[src/rtl/axi_wr_burst_scheduler.sv]
// axi_wr_burst_scheduler: splits a frame descriptor into AXI INCR write bursts and
// hands each one to the write core once the data FIFO holds the whole burst.
// Optional feature: define AXI_WR_4K_SPLIT_EN to keep every burst inside one 4 KB page.
module axi_wr_burst_scheduler #(
  parameter int unsigned LSIZE          = 10,
  parameter int unsigned ASIZE          = 32,
  parameter int unsigned TSIZE          = 24,
  parameter int unsigned CSIZE          = 12,
  parameter int unsigned MAX_BURST      = 256,
  parameter int unsigned BYTES_PER_BEAT = 32,
  parameter int unsigned TIMEOUT_W      = 24
) (
  input  logic             axi_aclk,
  input  logic             axi_resetn,
  input  logic             frame_start,
  input  logic [ASIZE-1:0] frame_base,
  input  logic [TSIZE-1:0] frame_beats,
  input  logic [CSIZE-1:0] fifo_count,
  output logic             frame_busy,
  output logic             frame_done,
  output logic             frame_err,
  output logic [TSIZE-1:0] beats_left,
  output logic             write_req,
  output logic [LSIZE-1:0] req_len,
  output logic [ASIZE-1:0] req_addr,
  input  logic             req_resp,
  input  logic             req_done
);

  localparam int unsigned OFFS = $clog2(BYTES_PER_BEAT);
  localparam logic [ASIZE-1:0] AddrMask = ASIZE'(BYTES_PER_BEAT - 1);

  typedef enum logic [2:0] {
    StIdle, StCalc, StWaitData, StReq, StWaitDone, StDone, StErr
  } state_e;

  state_e               state_q, state_d;
  logic [ASIZE-1:0]     cur_addr_q, cur_addr_d;
  logic [LSIZE-1:0]     blen_q, blen_d;
  logic [TSIZE-1:0]     beats_left_q, beats_left_d;
  logic [TIMEOUT_W-1:0] wd_q, wd_d, wd_inc;
  logic                 write_req_q, write_req_d;
  logic                 busy_q, busy_d;
  logic                 done_q, done_d;
  logic                 err_q, err_d;
  logic [TSIZE-1:0]     blen_lim;

  // Length of the next burst: remaining beats capped by MAX_BURST (and the 4 KB page).
`ifdef AXI_WR_4K_SPLIT_EN
  logic [12:0] room_bytes;
  logic [12:0] room_beats;
  always_comb begin
    room_bytes = 13'h1000 - {1'b0, cur_addr_q[11:0]};
    room_beats = room_bytes >> OFFS;
    blen_lim   = (beats_left_q < TSIZE'(MAX_BURST)) ? beats_left_q : TSIZE'(MAX_BURST);
    if (TSIZE'(room_beats) < blen_lim) blen_lim = TSIZE'(room_beats);
  end
`else
  always_comb begin
    blen_lim = (beats_left_q < TSIZE'(MAX_BURST)) ? beats_left_q : TSIZE'(MAX_BURST);
  end
`endif

  // Next-state, datapath updates and registered-output decode.
  always_comb begin
    state_d      = state_q;
    cur_addr_d   = cur_addr_q;
    blen_d       = blen_q;
    beats_left_d = beats_left_q;
    wd_d         = wd_q;
    wd_inc       = wd_q + 1'b1;
    unique case (state_q)
      StIdle: begin
        if (frame_start) begin
          cur_addr_d   = frame_base & ~AddrMask;
          beats_left_d = frame_beats;
          state_d      = (frame_beats == '0) ? StDone : StCalc;
        end
      end
      StCalc: begin
        blen_d  = LSIZE'(blen_lim);
        state_d = StWaitData;
      end
      StWaitData: begin
        if (32'(fifo_count) >= 32'(blen_q)) state_d = StReq;
      end
      StReq: begin
        if (req_resp) begin
          wd_d    = '0;
          state_d = StWaitDone;
        end
      end
      StWaitDone: begin
        if (req_done) begin
          cur_addr_d   = cur_addr_q + (ASIZE'(blen_q) << OFFS);
          beats_left_d = beats_left_q - TSIZE'(blen_q);
          state_d      = (beats_left_q == TSIZE'(blen_q)) ? StDone : StCalc;
        end else begin
          wd_d = wd_inc;
          // Leave after 2^TIMEOUT_W - 1 cycles without a response.
          if (&wd_inc) state_d = StErr;
        end
      end
      StDone:  state_d = StIdle;
      StErr:   state_d = StIdle;
      default: state_d = StIdle;
    endcase

    write_req_d = (state_d == StReq);
    busy_d      = (state_d != StIdle);
    // done follows the DONE state by one cycle; err is raised while ERR is occupied.
    done_d      = (state_q == StDone);
    err_d       = (state_d == StErr);
  end

  // State and output registers with synchronous active-low reset.
  always_ff @(posedge axi_aclk) begin
    if (!axi_resetn) begin
      state_q      <= StIdle;
      cur_addr_q   <= '0;
      blen_q       <= '0;
      beats_left_q <= '0;
      wd_q         <= '0;
      write_req_q  <= 1'b0;
      busy_q       <= 1'b0;
      done_q       <= 1'b0;
      err_q        <= 1'b0;
    end else begin
      state_q      <= state_d;
      cur_addr_q   <= cur_addr_d;
      blen_q       <= blen_d;
      beats_left_q <= beats_left_d;
      wd_q         <= wd_d;
      write_req_q  <= write_req_d;
      busy_q       <= busy_d;
      done_q       <= done_d;
      err_q        <= err_d;
    end
  end

  assign frame_busy = busy_q;
  assign frame_done = done_q;
  assign frame_err  = err_q;
  assign beats_left = beats_left_q;
  assign write_req  = write_req_q;
  assign req_len    = blen_q;
  assign req_addr   = cur_addr_q;

endmodule
[config.mk]
export PLATFORM = sky130hd
export DESIGN_NAME = axi_wr_burst_scheduler
export DESIGN_NICKNAME = d
export VERILOG_FILES = /design/src/rtl/axi_wr_burst_scheduler.sv
export SDC_FILE = /design/constraint.sdc
export NUM_CORES = 1
export LEC_CHECK = 0
export BUFFER_PORTS_ARGS = -buffer_cell sky130_fd_sc_hd__buf_2
export CAP_MARGIN = 10
export CORE_ASPECT_RATIO = 1.25
export CORE_MARGIN = 2
export CORE_UTILIZATION = 51
export CTS_BUF_LIST = sky130_fd_sc_hd__clkbuf_8
export CTS_CLUSTER_SIZE = 40
export DETAILED_ROUTE_END_ITERATION = 12
export PLACE_DENSITY = 0.87
export SLEW_MARGIN = 20
export SYNTH_ARGS = -nofsm -noshare
export SYNTH_HDL_FRONTEND = slang
export SYNTH_SLANG_ARGS = --single-unit
[constraint.sdc]
create_clock -name axi_aclk -period 2.7 [get_ports axi_aclk]
set_clock_uncertainty 0.05 [all_clocks]
set_input_delay 0.135 -clock axi_aclk [delete_from_list [all_inputs] [get_ports axi_aclk]]
set_output_delay 0.135 -clock axi_aclk [all_outputs]
set_load 0.01 [all_outputs]
==> results of run 1 <==
[flip-flops by register name (all words and copies together), names as in the netlist]
name and cells:
req_addr 27, beats_left 24, wd_q 24, req_len 10
state_q 3, frame_busy 1, frame_done 1, frame_err 1
write_req 1
[power by group]
group	internal (mW)	switching (mW)
Sequential	1.48	0.154
Clock	0.537	0.492
Combinational	0.551	0.812
[layout make-up]
class                   instances  area [µm²]
repair buffers                162         898
multi-input cells             634        4130
clock inverters                 4        75.1
flip-flops and latches         92        1840
fillers                      1035        4730
inverters                      24        90.1
well taps                     164         205
clock buffers                  10         138
[layout by cell type, fill, tap and decap left out, types with 14 or more instances in the layout]
cell type    n
nor4_1      20
o21a_1      15
a22oi_1     14
nand4_1     20
dfxtp_1     90
inv_1       23
a211oi_1    18
a21oi_1     45
nor2_1      73
buf_4       25
nand2_1     66
ha_1        32
nor3_1      25
buf_2      132
o21ai_0     44
nand3_1     27
a31oi_1     22
and3_1      23
[final timing paths]
check,endpoint,startpoint
setup reg to reg,beats_left[17]$_SDFFE_PN0P_,req_len[2]$_SDFFE_PN0P_
hold reg to reg,req_addr[12]$_SDFFE_PN0P_,req_addr[12]$_SDFFE_PN0P_
hold / removal,req_addr[11]$_SDFFE_PN0P_,frame_base[11]
setup / recovery,beats_left[17]$_SDFFE_PN0P_,req_len[2]$_SDFFE_PN0P_
[metrics by stage]
stage	worst slack, ns	instance area (µm²)	power [mW]	hold slack, ns
after floorplan	0.308	6300	2.56	0.235
after global placement	0.225	7100	2.95	0.354
after detailed placement	0.123	7100	2.97	0.359
after CTS	0.0471	7360	4.00	0.00444
after global routing	0.0142	7380	4.24	0.0185
final	0.123	7380	4.03	0.00660
[metal layers]
| layer | track usage, % | wire length (µm) |
|---|---|---|
| met4 | 14.4 | 782 |
| met3 | 5.40 | 1570 |
| met1 | 36.7 | 7660 |
| met2 | 48.2 | 9370 |
| met5 | 0 | 0 |
[kinds of logic (layout without fill, tap and decap cells)]
family	Yosys count	after routing	share of synthesized area, %
muxes	5	5	0.797
and+or+nand+nor	327	327	27.7
DFF	92	92	29.3
adders and majority gates	34	34	7.01
other	1	5	0.0597
buffers and inverters	78	200	5.58
xor gates and xnor gates	13	13	1.81
AOI/OAI and AO/OA	250	250	27.7
[what timing repair did]
action,CTS,global route
resized for setup,0,4
hold buffers,5,0
endpoints found under the hold margin,5,0
setup endpoints to repair,0,9
[worst max-delay path: cells and delay by family, from the launching register on]
kind,cells,cell delay (ns)
AO/OA/AOI/OAI,5,1.14
buffers and inverters,1,0.08
AND/OR/NAND/NOR,1,0.51
flip-flops,1,0.35
adder cells (fa/ha/maj),1,0.37
==> flow_metrics.tcl, run 1 <==
set metrics [dict create \
    status "complete, no violations" \
    wl_per_cell_um 17.8 \
    ys_seq_area_share_pct 29.3 \
    synth_warnings 0 \
    synth_area_leaders "dfxtp_1, ha_1, nor2_1, nand2_1, a21oi_1" \
    io_pins 143 \
    cp_slowest_cell "or4_1" \
    via_count 6976 \
    synth-seq-cells 92 \
    worst-path-max-fanout 14 \
    die_h_um 128 \
    num_rows 45 \
    critPathRequiredTime_ns 2.93 \
    antenna_found_initial 0 \
    postCtsSetupRepairBufs 0 \
    leakage_nw 3.01 \
    clk_path_buf_depth 2 \
    fmax_mhz 388 \
    diodes 0 \
    via_per_inst 6.40 \
    grtUsageTotal_pct 29.4 \
    postSynthCellCount 800 \
    nets 1030 \
    cts_tree "yes" \
    p_per_area_mw_per_mm2 546 \
    synthFlopType "dfxtp_1" \
    ant_nets 0 \
    synthTopCellsByCount "dfxtp_1, nor2_1, nand2_1" \
    hold_viol 0 \
    yosysMostFrequentCell "dfxtp_1" \
    rsz0062_at_grt "false" \
    numCtsBuffers 9 \
    ir_drop_v 0.000330 \
    period_share_pct 95.4 \
    startpoint_type "flip-flop" \
    fp.dieArea_mm2 0.0132 \
    core_area_mm2 0.0121 \
    maxCapViolations 0 \
    route.detailed.drc 0 \
    synth_top_area_cell "dfxtp_1" \
    timing.setup.critical_path_class "flip-flop to flip-flop" \
    slew_violations 0 \
    slew_headroom_pct 47.3 \
    async_flop_share_pct 0 \
    worstMarginPinSlew_ns 0.789 \
    synth_edf_count 0 \
    grt_max_degree 43 \
    crit_arrival_ns 2.80 \
    worstHoldPathCells 3 \
    slowest_delay_ns 0.51 \
    avgSynthCellArea_um2 7.85 \
    drt-initial-drc-count 753 \
    grt_pass1_wl_mm 31.3 \
    netlist_area_mm2 0.00628 \
    min_period_ns 2.58 \
    synth_top_area_share_pct 29.3 \
    setup_viol 0 \
    fin_cells 1090 \
    ff2ff_setup_slack_ns 0.12 \
    grt_overflow_total 0 \
    clockRootBuffer "clkbuf_8" \
    port_buffers 132 \
    holdCritPathClass "primary input to flip-flop" \
    gp_congestion 0.947 \
    drive_above_1_share_pct 21.5 \
    dp_hpwl_mm 14.2 \
    worst_skew_pair.late_latency_ns 0.37 \
    fin_util_pct 61.0 \
    setup-tns-final_ns 0 \
    cts_num_sinks 92 \
    end_kind "flip-flop" \
    grt_pass1_vias 6603 \
    area_growth_pct 17.4 \
    post_synth_num_cell_types 86 \
    r2r_cells 8 \
    drt_first_pass_iters 9 \
    drt_wl_total_mm 19.4 \
    start_util_pct 51.9 \
    cts_htree_levels 3 \
    die_w_um 103 \
    timing.critical_path.cells "inv_1 > ha_1 > o21ai_0 > a21oi_1 > o32ai_2 > o21ai_4 > or4_1 > a31oi_1" \
    clk_pin_slew_ns 0.09 \
    placed_cells 1071 \
]
Note: power is estimated with default switching activity, not from simulation.
==> inputs of run 2 (changes only) <==
--- a/config.mk
+++ b/config.mk
@@ -7,7 +7,6 @@
 export LEC_CHECK = 0
 export BUFFER_PORTS_ARGS = -buffer_cell sky130_fd_sc_hd__buf_2
 export CAP_MARGIN = 10
-export CORE_ASPECT_RATIO = 1.25
 export CORE_MARGIN = 2
 export CORE_UTILIZATION = 51
 export CTS_BUF_LIST = sky130_fd_sc_hd__clkbuf_8
==> run 2 against run 1 <==
Total power is 0.77% lower. Non-clock buffer count is 8 higher. Sequential share of layout area is 0.13 points lower. Critical path depth is 1 higher. Register-to-register slack hardly changed. Clock power is 5% lower. Highest routed layer unchanged.
==> flow_metrics.tcl, run 2 (synthesis results as in run 1) <==
set metrics [dict create \
    netSwitchingFraction_pct 37.3 \
    io_pins 143 \
    worstMarginPinSlew_ns 0.568 \
    maxCapViolations 0 \
    grt_overflow_total 0 \
    clk_path_buf_depth 2 \
    cts_num_sinks 92 \
    grt_max_degree 39 \
    timing.setup.critical_path_class "flip-flop to flip-flop" \
    route.detailed.drc 0 \
    largest_register_ff_count 27 \
    drt_first_pass_iters 8 \
    end_kind "flip-flop" \
    holdCritPathClass "primary input to flip-flop" \
    placed_cells 1054 \
    grtUsageTotal_pct 28.6 \
    dpl_worst_slack_ns 0.184 \
    gp_congestion 0.982 \
    min_period_ns 2.58 \
    p_int_mw 2.51 \
    setup_ws_ns 0.125 \
    critPathRequiredTime_ns 2.93 \
    worst_skew_pair.late_latency_ns 0.39 \
    rsz0062_at_grt "false" \
    core_area_mm2 0.0120 \
    layout_commonest_cell "buf_2" \
    cts_htree_levels 3 \
    pwr-share-seq_pct 41.1 \
    fin_cells 1082 \
    worst-path-max-fanout 12 \
    die_h_um 115 \
    ant_nets 0 \
    hold_viol 0 \
    slew_violations 0 \
    ff2ff_setup_slack_ns 0.12 \
    leakage_nw 3.04 \
    clkPwrFrac_pct 24.5 \
    setup_viol 0 \
    status "complete, no violations" \
    cts_tree "yes" \
    clockRootBuffer "clkbuf_8" \
    postCtsSetupRepairBufs 0 \
    ir_drop_v 0.000318 \
    num_rows 40 \
    start_util_pct 52.3 \
    fin_util_pct 61.7 \
    fill_cells 1062 \
    via_count 6985 \
    drt-initial-drc-count 762 \
    p_sw_mw 1.49 \
    port_buffers 132 \
    wl_per_cell_um 17.7 \
    nets 1038 \
    drt_wl_total_mm 19.1 \
    crit_arrival_ns 2.81 \
    startpoint_type "flip-flop" \
    fmax_mhz 388 \
    grt_pass1_vias 6341 \
    p_comb_share_pct 34.4 \
    antenna_found_initial 1 \
    diodes 0 \
    clk_pin_slew_ns 0.10 \
    die_w_um 115 \
    p_total_mw 4.00 \
    area_growth_pct 18.0 \
    p_per_area_mw_per_mm2 539 \
    layout_common_cells "buf_2, dfxtp_1, nor2_1, nand2_1, a21oi_1" \
    setup-tns-final_ns 0 \
    numCtsBuffers 9 \
    drive_above_1_share_pct 21.3 \
    period_share_pct 95.4 \
    fp.dieArea_mm2 0.0132 \
    slew_headroom_pct 61.8 \
    grt_pass1_wl_mm 30.6 \
    via_per_inst 6.46 \
    dp_hpwl_mm 13.7 \
]
[run 2: cell types whose count changed in the layout (fill, tap and decap cells not counted)]
cell and change:
o21ai_4 -1, o21ai_2 +1, clkinvlp_4 -1, nor2b_1 -1
inv_6 +2, nor2b_2 +1, a21oi_2 -1, dfxtp_2 -1
clkinv_2 +1, dlygate4sd3_1 +8, dfxtp_1 +1, bufinv_16 -1
a21oi_1 +1
[run 2: layer usage]
layer	vias up	track usage (%)	routed length [µm]
met1	3219	36.5	7920
met5	-	0	0
met2	394	46.0	8780
li1	3303	-	-
met3	69	5.64	1670
met4	0	14.5	741
[run 2: worst paths after layout]
kind / startpoint / to / cells after the start
max: req_len[6]$_SDFFE_PN0P_ / beats_left[20]$_SDFFE_PN0P_ / 9
min: frame_base[14] / req_addr[14]$_SDFFE_PN0P_ / 3
max reg2reg: req_len[6]$_SDFFE_PN0P_ / beats_left[20]$_SDFFE_PN0P_ / 9
min reg2reg: req_addr[13]$_SDFFE_PN0P_ / req_addr[13]$_SDFFE_PN0P_ / 2
[run 2: final cells by class]
cell class              count  area (µm²)  share of cell area [%]
repair buffers            170         978                    13.2
multi-input cells         634        4120                    55.6
flip-flops and latches     92        1840                    24.9
well taps                 147         184                    2.48
clock buffers              10         138                    1.86
clock inverters             5        60.1                   0.810
inverters                  24        90.1                    1.22
[run 2: power by group through the flow]
stage	clock (mW)	combinational [mW]	sequential (mW)
6_report	0.980	1.38	1.64
5_1_grt	1.05	1.49	1.66
4_1_cts	0.984	1.35	1.63
3_5_place_dp	0	1.33	1.66
3_3_place_gp	0	1.30	1.66
2_1_floorplan	0	0.878	1.68
[run 2: through the flow]
step	hold slack, ns	instance area (µm²)
after floorplan	0.235	6300
after global placement	0.353	7080
after detailed placement	0.360	7080
after CTS	0.000311	7410
after global routing	0.0238	7410
final	0.0136	7410
[run 2: critical path: stages (launching register included)]
cell and delay [ns]:
dfxtp_1 0.39, inv_1 0.10, ha_1 0.37, a21oi_1 0.18, nand2_1 0.08, a221oi_2 0.37, a21oi_2 0.09, buf_4 0.19
o311a_1 0.35, o31a_1 0.29
[run 2: repair_timing]
action | 4_1_cts | 5_1_grt
hold buffers | 13 | 0
setup endpoints to repair | 0 | 3
endpoints found under the hold margin | 13 | 0
resized for setup | 0 | 2
==> inputs of run 3 (changes only) <==
--- a/config.mk
+++ b/config.mk
@@ -12,6 +12,7 @@
 export CTS_BUF_LIST = sky130_fd_sc_hd__clkbuf_8
 export CTS_CLUSTER_SIZE = 40
 export DETAILED_ROUTE_END_ITERATION = 12
+export GPL_TIMING_DRIVEN = 0
 export PLACE_DENSITY = 0.87
 export SLEW_MARGIN = 20
 export SYNTH_ARGS = -nofsm -noshare
==> constraint.sdc (replaced) <==
create_clock -name axi_aclk -period 2.9 [get_ports axi_aclk]
set_clock_uncertainty 0.05 [all_clocks]
set_input_delay 0.145 -clock axi_aclk [delete_from_list [all_inputs] [get_ports axi_aclk]]
set_output_delay 0.145 -clock axi_aclk [all_outputs]
set_load 0.01 [all_outputs]
==> run 3 against run 2 <==
Non-clock buffer count is 28 higher. Global-route usage rose by 3.9 points. Clock power decreased by 16%. Cell count rose by 2.7%. Core utilization increased by 0.29 points. Via count increased by 4.1%. Routed wire length rose by 14%. Design area increased by 0.47%. Sequential share of layout area shrank 0.13 points. First-iteration DRC count increased by 25%. Die area is the same. Flip-flop and latch count stayed put.
==> flow_metrics.tcl, run 3 (synthesis results as in run 1) <==
set metrics [dict create \
    status "complete, no violations" \
    cts_tree "yes" \
    postCtsSetupRepairBufs 0 \
    p_sw_mw 1.46 \
    io_pins 143 \
    startpoint_type "flip-flop" \
    maxCapViolations 0 \
    p_per_area_mw_per_mm2 495 \
    grt_max_degree 16 \
    grtUsageTotal_pct 32.4 \
    drt_first_pass_iters 8 \
    drt_wl_total_mm 21.8 \
    timing.critical_path.cells "inv_1 > ha_1 > fa_1 > nand2b_1 > a21oi_1 > a221oi_2 > a21oi_2 > buf_6 > nor3_1 > o31a_1" \
    dp_hpwl_mm 15.9 \
    fin_util_pct 62.0 \
    clk_pin_slew_ns 0.10 \
    holdCritPathClass "primary input to flip-flop" \
    wl_per_cell_um 19.6 \
    worst_skew_pair.late_latency_ns 0.40 \
    holdWs_ns 0.00800 \
    p_int_mw 2.23 \
    crit_start "beats_left[0]$_SDFFE_PN0P_" \
    die_h_um 115 \
    grt_overflow_total 0 \
    num_rows 40 \
    timing.setup.critical_path_class "flip-flop to flip-flop" \
    largest_register_ff_count 27 \
    pwr-share-seq_pct 41.3 \
    hp-start "frame_base[12]" \
    critPathRequiredTime_ns 3.13 \
    gp_congestion 1.03 \
    fin_area_mm2 0.00745 \
    clk_path_buf_depth 2 \
    diodes 0 \
    via_per_inst 6.55 \
    drt-initial-drc-count 956 \
    fill_cells 1084 \
    worstMarginPinSlew_ns 0.740 \
    start_util_pct 52.3 \
    cts_htree_levels 3 \
    end_kind "flip-flop" \
    min_period_ns 2.75 \
    grt_pass1_wl_mm 33.6 \
    numCtsBuffers 9 \
    slew_violations 0 \
    crit_arrival_ns 2.98 \
    clockRootBuffer "clkbuf_8" \
    hold_viol 0 \
    grt_pass1_vias 6487 \
    fp.dieArea_mm2 0.0132 \
    ant_nets 0 \
    cts_num_sinks 92 \
    drive_above_1_share_pct 21.0 \
    setup-tns-final_ns 0 \
    layout_commonest_cell "buf_2" \
    rsz0062_at_grt "false" \
    ir_drop_v 0.000318 \
    clkPwrFrac_pct 22.4 \
    layout_common_cells "buf_2, dfxtp_1, nor2_1, nand2_1, a21oi_1" \
    r2r_start "beats_left[0]$_SDFFE_PN0P_" \
    route.detailed.drc 0 \
    leakage_nw 3.05 \
    p_comb_share_pct 36.2 \
    fmax_mhz 364 \
    cp_slowest_cell "fa_1" \
    slowest_delay_ns 0.41 \
    setup_viol 0 \
    netSwitchingFraction_pct 39.5 \
    via_count 7274 \
    setup_ws_ns 0.154 \
    dpl_worst_slack_ns 0.162 \
    worst-path-max-fanout 10 \
    nets 1066 \
    die_w_um 115 \
    port_buffers 132 \
    period_share_pct 94.7 \
    antenna_found_initial 0 \
    core_area_mm2 0.0120 \
    area_growth_pct 18.5 \
    placed_cell_area_mm2 0.00714 \
    slew_headroom_pct 50.7 \
]
## run 3: changes by cell type in the layout (fill, tap and decap cells not counted), moves of 2 or more
cell | previous run | this run
buf_1 | 0 | 2
buf_2 | 132 | 153
buf_4 | 25 | 6
clkbuf_1 | 0 | 23
clkinvlp_4 | 1 | 4
inv_6 | 2 | 0
## run 3: metal layers
layer	GRT usage [%]	up-vias	wire length, µm
li1	-	3364	-
met1	42.1	3332	8600
met2	50.3	484	9780
met3	7.85	94	2430
met4	16.5	0	968
met5	0	-	0
## run 3: metrics by stage
step / power (mW) / cells
finish: 3.69 / 1111
global route: 3.85 / 1111
CTS: 3.64 / 1111
detailed placement: 2.82 / 1083
global placement: 2.80 / 1083
floorplan: 2.38 / 804
## run 3: area by class of cell
cell class	instances	area (µm²)	share of cell area, %
inverters	24	90.1	1.21
plain buffers	54	260	3.49
well taps	147	184	2.47
flip-flops and latches	92	1840	24.7
clock inverters	6	40.0	0.538
repair buffers	144	781	10.5
clock buffers	10	138	1.85
multi-input cells	634	4110	55.2
## run 3: critical path, delay by kind of cell (launching register included)
| family | cells | cell delay [ns] |
|---|---|---|
| AOI/OAI and AO/OA | 4 | 1.07 |
| adders and majority gates | 2 | 0.64 |
| buffers and inverters | 2 | 0.25 |
| DFF | 1 | 0.38 |
| and+or+nand+nor | 2 | 0.24 |
## run 3: timing repair
action / 4_1_cts / 5_1_grt
hold buffers: 12 / 0
hold endpoints to repair: 12 / 0
resized for setup: 0 / 1
endpoints found under the setup margin: 0 / 2
## run 3: worst paths after layout
kind	slack (ns)	depth (start not counted)	endpoint
hold reg to reg	0.46	2	req_addr[13]$_SDFFE_PN0P_
setup reg to reg	0.15	10	beats_left[20]$_SDFFE_PN0P_
setup / recovery	0.15	10	beats_left[20]$_SDFFE_PN0P_
hold / removal	0.008	3	req_addr[12]$_SDFFE_PN0P_
## run 3: power by group through the flow
stage               clock network [mW]  registers, mW  logic (mW)
finish                           0.827           1.52        1.34
global route                     0.887           1.54        1.43
CTS                              0.831           1.51        1.30
detailed placement                   0           1.54        1.28
global placement                     0           1.54        1.25
floorplan                            0           1.56       0.818
